**src/rtl/dc_sweep_pkg.sv**
```systemverilog
// Shared types and default sizes for the DC sweep sequencer.
package dc_sweep_pkg;

    localparam int DEF_DATA_W   = 12;
    localparam int DEF_SETTLE_W = 16;
    localparam int DEF_AVG_LOG2 = 2;

    typedef enum logic [2:0] {
        IDLE,
        LOAD,
        SETTLE,
        MEASURE,
        EMIT,
        DONE
    } state_t;

endpackage

```
**src/rtl/dc_sweep_avg.sv**
```systemverilog
// Sample accumulator for one sweep point: sums 2^AVG_LOG2 samples and
// presents the truncated mean. The accumulator is wide enough that the
// full sum can never overflow.
module dc_sweep_avg
    import dc_sweep_pkg::*;
#(
    parameter int DATA_W   = DEF_DATA_W,
    parameter int AVG_LOG2 = DEF_AVG_LOG2
) (
    input  logic              clk,
    input  logic              rst_n,
    input  logic              clear,
    input  logic              add,
    input  logic [DATA_W-1:0] sample,
    output logic              last_sample,
    output logic [DATA_W-1:0] result
);

    localparam int ACC_W = DATA_W + AVG_LOG2;
    localparam int CNT_W = AVG_LOG2 + 1;
    localparam logic [CNT_W-1:0] LAST_IDX = CNT_W'((1 << AVG_LOG2) - 1);

    logic [ACC_W-1:0] acc;
    logic [CNT_W-1:0] count;

    // Clear has priority so an abort coinciding with an ack drops that sample.
    always_ff @(posedge clk or negedge rst_n) begin
        if (!rst_n) begin
            acc   <= '0;
            count <= '0;
        end else if (clear) begin
            acc   <= '0;
            count <= '0;
        end else if (add) begin
            acc   <= acc + ACC_W'(sample);
            count <= count + CNT_W'(1);
        end
    end

    assign last_sample = (count == LAST_IDX);
    assign result      = acc[ACC_W-1:AVG_LOG2];

endmodule

```
**src/rtl/dc_sweep_sequencer.sv**
```systemverilog
// DC operating-point sweep sequencer: steps the source DAC from v_start to
// v_stop, waits for the circuit to settle, averages load-node ADC samples
// and hands out one (code, result) pair per point.
module dc_sweep_sequencer
    import dc_sweep_pkg::*;
#(
    parameter int DATA_W   = DEF_DATA_W,
    parameter int SETTLE_W = DEF_SETTLE_W,
    parameter int AVG_LOG2 = DEF_AVG_LOG2
) (
    input  logic                clk,
    input  logic                rst_n,
    input  logic                start,
    input  logic                abort,
    input  logic [DATA_W-1:0]   v_start,
    input  logic [DATA_W-1:0]   v_stop,
    input  logic [DATA_W-1:0]   v_step,
    input  logic [SETTLE_W-1:0] settle_cycles,
    output logic [DATA_W-1:0]   dac_code,
    output logic                dac_wr,
    output logic                adc_req,
    input  logic                adc_ack,
    input  logic [DATA_W-1:0]   adc_data,
    output logic                res_valid,
    input  logic                res_ready,
    output logic [DATA_W-1:0]   res_code,
    output logic [DATA_W-1:0]   res_data,
    output logic                busy,
    output logic                done,
    output logic                err
);

    state_t state, next_state;

    logic [DATA_W-1:0]   cur;
    logic [DATA_W-1:0]   stop_r;
    logic [DATA_W-1:0]   step_r;
    logic [SETTLE_W-1:0] settle_r;
    logic [SETTLE_W-1:0] cnt;
    logic                cfg_done;
    logic                last_sample;
    logic [DATA_W-1:0]   avg_result;

    logic              abort_hit;
    logic              cfg_bad;
    logic              accept;
    logic [DATA_W:0]   next_sum;

    assign abort_hit = abort && (state != IDLE);
    assign cfg_bad   = (v_step == '0) || (v_stop < v_start);
    assign accept    = (state == EMIT) && res_ready;
    // One extra bit so a step past the top of the code range is seen as overshoot.
    assign next_sum  = {1'b0, cur} + {1'b0, step_r};

    dc_sweep_avg #(
        .DATA_W   (DATA_W),
        .AVG_LOG2 (AVG_LOG2)
    ) u_avg (
        .clk         (clk),
        .rst_n       (rst_n),
        .clear       (abort_hit || accept),
        .add         ((state == MEASURE) && adc_ack && !abort),
        .sample      (adc_data),
        .last_sample (last_sample),
        .result      (avg_result)
    );

    // State register.
    always_ff @(posedge clk or negedge rst_n) begin
        if (!rst_n) begin
            state <= IDLE;
        end else begin
            state <= next_state;
        end
    end

    // Next-state logic; abort from any active state returns straight to IDLE.
    always_comb begin
        next_state = state;
        if (abort_hit) begin
            next_state = IDLE;
        end else begin
            case (state)
                IDLE:    if (start && !abort && !cfg_bad) next_state = LOAD;
                LOAD:    next_state = SETTLE;
                SETTLE:  if (cnt == '0) next_state = MEASURE;
                MEASURE: if (adc_ack && last_sample) next_state = EMIT;
                EMIT:    if (res_ready) next_state = (cur == stop_r) ? DONE : LOAD;
                DONE:    next_state = IDLE;
                default: next_state = IDLE;
            endcase
        end
    end

    // Outputs that follow directly from the current state.
    always_comb begin
        busy      = (state != IDLE);
        adc_req   = (state == MEASURE);
        res_valid = (state == EMIT);
        done      = (state == DONE) || cfg_done;
    end

    assign res_code = cur;
    assign res_data = avg_result;

    // Sweep configuration capture, point stepping, DAC writes and settle timer.
    always_ff @(posedge clk or negedge rst_n) begin
        if (!rst_n) begin
            cur      <= '0;
            stop_r   <= '0;
            step_r   <= '0;
            settle_r <= '0;
            cnt      <= '0;
            dac_code <= '0;
            dac_wr   <= 1'b0;
            err      <= 1'b0;
            cfg_done <= 1'b0;
        end else begin
            dac_wr   <= 1'b0;
            cfg_done <= 1'b0;
            if (abort_hit) begin
                dac_code <= '0;
                dac_wr   <= 1'b1;
            end else begin
                case (state)
                    IDLE: begin
                        if (start && !abort) begin
                            if (cfg_bad) begin
                                err      <= 1'b1;
                                cfg_done <= 1'b1;
                            end else begin
                                err      <= 1'b0;
                                cur      <= v_start;
                                stop_r   <= v_stop;
                                step_r   <= v_step;
                                settle_r <= settle_cycles;
                            end
                        end
                    end
                    LOAD: begin
                        dac_code <= cur;
                        dac_wr   <= 1'b1;
                        cnt      <= settle_r;
                    end
                    SETTLE: begin
                        if (cnt != '0) cnt <= cnt - SETTLE_W'(1);
                    end
                    EMIT: begin
                        if (res_ready && (cur != stop_r)) begin
                            cur <= (next_sum > {1'b0, stop_r}) ? stop_r : next_sum[DATA_W-1:0];
                        end
                    end
                    default: ;
                endcase
            end
        end
    end

endmodule

```
**config.mk**
```make
export PLATFORM = sky130hd
export DESIGN_NAME = dc_sweep_sequencer
export DESIGN_NICKNAME = d
export VERILOG_FILES = /design/src/rtl/dc_sweep_pkg.sv /design/src/rtl/dc_sweep_avg.sv /design/src/rtl/dc_sweep_sequencer.sv
export SDC_FILE = /design/constraint.sdc
export NUM_CORES = 1
export LEC_CHECK = 0
export ABC_AREA = 1
export CAP_MARGIN = 10
export CORE_ASPECT_RATIO = 0.75
export CORE_MARGIN = 2
export CORE_UTILIZATION = 40
export CTS_CLUSTER_SIZE = 10
export DETAILED_ROUTE_END_ITERATION = 12
export HOLD_SLACK_MARGIN = 0.12
export PLACE_DENSITY = 0.71
export SLEW_MARGIN = 20
export SYNTH_ARGS = -nofsm -noshare
export SYNTH_HDL_FRONTEND = slang
export SYNTH_SLANG_ARGS = --single-unit
export TNS_END_PERCENT = 1
```
**constraint.sdc**
```tcl
create_clock -name clk -period 3.8 [get_ports clk]
set_input_delay 0.76 -clock clk [delete_from_list [all_inputs] [get_ports clk]]
set_output_delay 0.76 -clock clk [all_outputs]
set_load 0.02 [all_outputs]
```
==> results.md, run 1 <==
* Status: finished clean
* CTS H-tree depth at 3
* Largest net degree at the start of global routing at 66
* Hold Slack at approximately 0.47 ns
* Pre-Repair DR Iteration Count at 5
* Average cell area after synthesis at between 7 and 8 um2
* Crit path DAT at roughly 3.6 ns
* Worst-path clk slew at roughly 0.07 ns
* Crit path launch type: flop
* Final net count at ~1200
* Placed Instances at approximately 1300
* Reg2reg path depth at 20
* Final worst path period share at 0.8770
* Synthesis-stage register bit count at 103
* WL per Instance at between 15 and 20 um
* Resized cells post-CTS at 0
* Worst VDD drop at roughly 0.54 mV
* Type of the worst setup path: flop to flop
* Tightest Pin Transition at slightly below 0.9 ns
* Power per Cell Area at 928.5 mW/mm2
* Post-Syn Instances at 932
* CTS buffer count at 9
* Cts hold-fix bufs at 0
* Post-DRT Antenna Nets at 0
* Leak Pwr at about 4.1 nW
* Setup bufs post-CTS at 0
* Yosys warning count at 0
* Total Wirelength at between 15 and 20 mm
* Async set-reset flop share out of synthesis at 1.000
* Total Power at roughly 8.1 mW
* Total global-route track usage at 0.2180
* Hold Crit Class: flop to flop
* CTS root buf: clkbuf_16
* CTS tree: yes
* Starting density of the core at 0.4055
* Synth-to-Final Area Change at 23.08%
* Commonest non-fill, non-tap cell in the layout: nand2_1
* Rel. slew slack at 0.4048
* Max Freq at around 300 MHz
* Via-to-Cell Ratio at 5.076
* Layout cell share with drive strength beyond 1 at 0.08309
* Gpl congestion at ~0.97
* Fin Setup TNS at 0 ns
* Clock Latency Late Sink at ~0.35 ns
* Placed Instance Area at roughly 0.0084 mm2
* Vias in the first global route at between 5000 and 6000
* Core Footprint at ~0.017 mm2
* Die area at about 0.019 mm2
* Initial antenna violation count at 0
* Pre-CTS WS at 0.4224 ns
* Max Clock Skew at approximately 0.0079 ns
* Cell Count, Final, Fillers Out at 1277
* Slowest stage delay, CP at approximately 0.38 ns
* Total global routing overflow at 0
* First-pass GRT wire length at between 30 and 40 mm
* Hpwl dp at 15.12 mm
* Clock Path Buffers at 2
* Max-cap violations at 0
* Drt drc at 0
* Crit Path Max Fanout at 12
* Required time worst endpoint at around 4.1 ns
* RSZ-0062 raised after global routing: false
* Die X at ~160 um
* N_diodes at 0
* Filler cells at 1758
* Final min period at 3.333 ns
* Hold path startpoint: settle_r[5]
* Critical-path cell list: ha_1 > inv_1 > fa_1 > o21ai_1 > buf_4 > xor2_1 > ha_1 > nand2_1 > inv_1 > nand2_1 > nand3_1 > nand2_1 > nand2_1 > nand2_1 > nand2_1 > nand2_1 > nand2_1 > nand2_1 > nand3_1 > a21oi_1
* Mapped Area at between 0.007 and 0.008 mm2
* Port buffer count at between 100 and 150
* Fin area at approximately 0.0087 mm2
* Most common cell on crit path: nand2_1
* Ys flop type: dfrtp_1
* Min-Delay Path Depth at 2
* Count of final setup violators at 0
* Top-level port count at approximately 110
* DR iter-0 viols at 596
* Crit end category: flop
* Die H at around 120 um
* Multi-input gate area at approximately 0.0039 mm2
* Site row count at 42
* Crit Reg-Reg Startpoint: step_r[0]
* Synthesized net count at between 1000 and 1500
* EDFF count, synth at 0
* Reg2reg end: res_code[1]
* Final Max Tran Viols at 0
* Seq/Total Area, Yosys at 0.3633
* Hold path endpoint: settle_r[5]
* Slowest CP cell: fa_1
* Total number of vias at between 6000 and 7000
* Core Util, Final at 0.4991
* Sink Count at slightly above 100
* Final Hold Fails at 0
* Most frequent cells in the layout: 252 x nand2_1, 110 x clkdlybuf4s50_1, 103 x dfrtp_1
* Register area at between 0.002 and 0.003 mm2
* R2R setup slack at 0.47 ns
* Yosys cell types at 50
* Worst setup margin at about 0.47 ns
## per-layer routing
metal	up-vias	global-route usage	share of wire
li1	3256	-	-
met1	2988	0.3432	0.51
met2	218	0.3027	0.40
met3	20	0.04185	0.073
met4	0	0.05170	0.015
met5	-	0	0
## flip-flops by register name (all words and copies together), names as in the netlist
register,count
settle_r,16
u_avg.acc,14
stop_r,12
dac_code,12
res_code,12
err,1
dac_wr,1
cfg_done,1
u_avg.count,3
cnt,16
step_r,12
state,3
## logic make-up (layout without fill, tap and decap cells)
| family | after synthesis | after routing | share of synthesized area |
|---|---|---|---|
| fa+ha+maj | 52 | 52 | 0.09381 |
| buf+inv | 147 | 250 | 0.09170 |
| simple gates | 434 | 434 | 0.2848 |
| compound gates | 179 | 179 | 0.1455 |
| flops | 103 | 103 | 0.3633 |
| xor+xnor | 17 | 17 | 0.02098 |
## worst max-delay path: cells and delay by family, from the launching register on
| family | cells | cell delay, ns |
|---|---|---|
| flip-flops | 1 | 0.36 |
| XOR/XNOR | 1 | 0.23 |
| AO/OA/AOI/OAI | 2 | 0.40 |
| adder cells (fa/ha/maj) | 3 | 0.90 |
| buffers and inverters | 3 | 0.27 |
| AND/OR/NAND/NOR | 11 | 1.11 |
## area by class of cell
| class | count | area share |
|---|---|---|
| Tap cell | 242 | 0.03467 |
| Sequential cell | 103 | 0.2951 |
| Clock inverter | 6 | 0.01060 |
| Multi-Input combinational cell | 682 | 0.4434 |
| Inverter | 110 | 0.04928 |
| Clock buffer | 10 | 0.02736 |
| Timing Repair Buffer | 124 | 0.1395 |
## cells in the mapped netlist (all sizes together) (4+ instances only)
cell type	number	area [um2]
buf	25	175.2
a21oi	76	432.9
nor3	11	87.58
or2	6	37.54
clkinv	4	25.03
o21ai	68	340.3
nand3	65	337.8
xor2	9	78.83
ha	50	625.6
nor4	4	25.02
o211ai	5	37.54
nand4	11	90.08
nor2	79	440.4
inv	106	405.4
o21a	5	37.54
o22ai	5	31.28
nand2	258	1002
clkbuf	12	45.04
xnor2	8	70.07
dfrtp	103	2577
## how the worst max path moves through the flow
| stage | startpoint | endpoint | cells past startpoint |
|---|---|---|---|
| final | step_r[0] | res_code[1] | 20 |
| after global routing | step_r[0] | res_code[1] | 21 |
| after CTS | step_r[0] | res_code[10] | 20 |
| after detailed placement | v_start[5] | res_code[1] | 14 |
| after global placement | v_start[7] | res_code[0] | 12 |
| after floorplan | res_code[0] | res_code[11] | 21 |
## report_power, final
group	total (mW)	switching [mW]	internal (mW)
sequential	1.97	0.403	1.56
clock	1.05	0.445	0.601
combinational	5.10	3.20	1.89
Note: power is estimated with default switching activity, not from simulation.
==> run 2: changes to the inputs <==
Settings changed: TNS_END_PERCENT 1 to default.
==> results of run 2 <==
Final layout, timing and power as in run 1 (identical DEF).
==> run 3: changes to the inputs <==
Settings changed: CAP_MARGIN 10 to 20.
==> results of run 3 <==
Final layout, timing and power as in run 1 (identical DEF).
==> variant: new RTL, flow settings as in run 1 <==
Re-encode `state_t` (6 states) as one-hot, 6 bits wide.
--- a/src/rtl/dc_sweep_pkg.sv
+++ b/src/rtl/dc_sweep_pkg.sv
@@ -5,13 +5,13 @@
     localparam int DEF_SETTLE_W = 16;
     localparam int DEF_AVG_LOG2 = 2;
 
-    typedef enum logic [2:0] {
-        IDLE,
-        LOAD,
-        SETTLE,
-        MEASURE,
-        EMIT,
-        DONE
+    typedef enum logic [5:0] {
+        IDLE    = 6'b000001,
+        LOAD    = 6'b000010,
+        SETTLE  = 6'b000100,
+        MEASURE = 6'b001000,
+        EMIT    = 6'b010000,
+        DONE    = 6'b100000
     } state_t;
 
 endpackage
Check against the original RTL: no difference found for any inputs over 4 cycles, from zero or initial values and one cycle with rst_n low; so few cycles prove little.
==> variant against run 1 <==
- area after synthesis decreased by 1.1%
- routed wire length decreased by 3.1%
- setup slack got worse by 0.089 ns
- global-route usage decreased by 0.88 points
- power decreased by 11%
- sequential cell count increased by 3
- final area decreased by 1.4%
- critical path type unchanged
- critical endpoint is now res_code[10]
- highest routed layer unchanged
==> variant: results (changes against run 1) <==
Run status
  – Outcome: completed

Setup path
  – Crit-path max FO: 12 (unchanged)
  – Critical path arrival: 3.70 ns (+0.09 ns)

Yosys
  – Yosys cell types: 47 (-6.0%)
  – Syn Nets: 1,066 (+1.1%)
  – Seq/Total Area, Yosys: 37.8% (+1.5 points)
  – Top cells by area, synth: dfrtp_1 (37%), nand2_1 (14%), ha_1 (8.9%), inv_1 (5.6%), nand3_1 (5.3%)
  – Leading cell types by count after synthesis: nand2_1 (267), dfrtp_1 (105), inv_1 (104), nor2_1 (83), nand3_1 (74)
  – Synth async-reset ratio: 100% (unchanged)

Global routing
  – First-pass GRT wire length: 30,600 um (-3.9%)
  – GRT Resource Usage Total: 20.9% (-0.88 points)
  – Largest net degree at the start of global routing: 58 (-12%)
  – Vias in the first global route: 5,955 (-0.35%)

Route
  – Wire length on met2: 7390 um (-5.8%)
  – DR iter-0 viols: 559 (-6.2%)
  – Top layer in use: met4
  – WL met1: 9490 um (-5.0%)
  – DRT antenna net count: 0 (unchanged)
  – Via Count: 6,524 (+0.65%)
  – Total routed wirelength: 19,000 um (-3.1%)
  – Metal3 WL: 1880 um (+31%)

Place
  – RD Place Congestion: 0.973 (+0.49%)
  – Dpl hpwl: 14,800 um (-2.2%)

Finish
  – Fill count: 1,664 (-5.3%)
  – Layout cells sized above 1: 5.63% (-2.7 points)
  – Final #Nets: 1,165 (+1.1%)

Power and ir drop
  – Sw Share: 49.3% (-0.64 points)
  – Pleak: 0.00426 uW (+2.8%)
  – Peak VDD IR: 502 uV (-7.3%)

CTS
  – Post-CTS Setup Inserts: 0 (unchanged)
  – CTS buffer count: 9 (unchanged)

STA
  – Least-Margin Pin Slew: 0.666 ns (-0.227 ns)
  – Setup Skew: 0.0110 ns (+0.00306 ns)

Worst hold path
  – Worst min path class: primary input to asynchronous set/reset pin
-- variant: cell types whose count changed after synthesis, sizes merged, moves of 5 or more --
cell / run 1 / this run
o21ai: 68 / 57
nor2: 79 / 88
nand3: 65 / 76
xor2: 9 / 14
a21oi: 76 / 59
nand2: 258 / 270
-- variant: worst max-delay path, stage by stage (launching register included) --
cell     delay (ns)
dfrtp_1        0.48
ha_1           0.24
inv_1          0.06
fa_1           0.37
o21ai_1        0.24
nand2_1        0.08
nand2_1        0.11
xor2_1         0.23
inv_1          0.07
ha_1           0.28
nand2_1        0.06
inv_1          0.03
nor2_1         0.08
o21a_1         0.12
nand2_1        0.05
nand2_1        0.05
nand2_1        0.04
nand2_1        0.07
nand2_1        0.28
nand2_1        0.16
nand3_1        0.08
a21oi_1        0.15
-- variant: layout make-up --
type	count	area [um2]	area share (%)
tap	236	295	3.43
multi-input combinational	689	3710	43.1
sequential	106	2650	30.8
inverter	111	418	4.85
clock inverter	7	78.8	0.915
timing repair buffer	126	1230	14.3
clock buffer	9	225	2.61
-- variant: cell families after synthesis --
| family | count (synthesis) | share of synthesized area, % |
|---|---|---|
| simple gates | 467 | 28.6 |
| buf+inv | 149 | 9.45 |
| compound gates | 146 | 11.6 |
| flops | 106 | 37.8 |
| fa+ha+maj | 52 | 9.48 |
| xor+xnor | 24 | 3.00 |
-- variant: per-layer routing --
layer	track usage, %	vias to the layer above
met5	0	-
met3	5.61	16
met4	4.01	0
met2	28.7	248
met1	32.6	2993
li1	-	3267
-- variant: power by group through the flow --
stage / clock, uW / combinational (uW) / sequential, uW
5_1_grt: 1040 / 4870 / 1980
2_1_floorplan: 0 / 2820 / 2020
3_5_place_dp: 0 / 4260 / 1940
6_report: 968 / 4340 / 1930
4_1_cts: 994 / 4290 / 1920
3_3_place_gp: 0 / 4200 / 1930
-- variant: path summary, 6_finish.rpt --
kind | from | endpoint | slack [ns] | cells past startpoint
max in group asynchronous | rst_n | state[0] | 2.60 | 2
worst min-delay path | rst_n | step_r[6] | 0.42 | 1
worst min register to register | settle_r[3] | settle_r[3] | 0.47 | 2
worst max register to register | res_code[0] | res_code[10] | 0.38 | 21
worst max-delay path | res_code[0] | res_code[10] | 0.38 | 21
min in group clk | settle_r[3] | settle_r[3] | 0.47 | 2
-- variant: stage by stage --
| stage | setup slack (ns) | cell area [um2] | std cells | hold WS [ns] | util, % |
|---|---|---|---|---|---|
| global route | 0.0637 | 8610 | 1284 | 0.485 | 50.7 |
| global placement | 0.521 | 8310 | 1268 | 0.459 | 48.9 |
| CTS | 0.419 | 8610 | 1284 | 0.449 | 50.7 |
| detailed placement | 0.461 | 8310 | 1268 | 0.461 | 48.9 |
| finish | 0.379 | 8610 | 1284 | 0.421 | 50.7 |
| floorplan | 0.643 | 7020 | 944 | 0.442 | - |
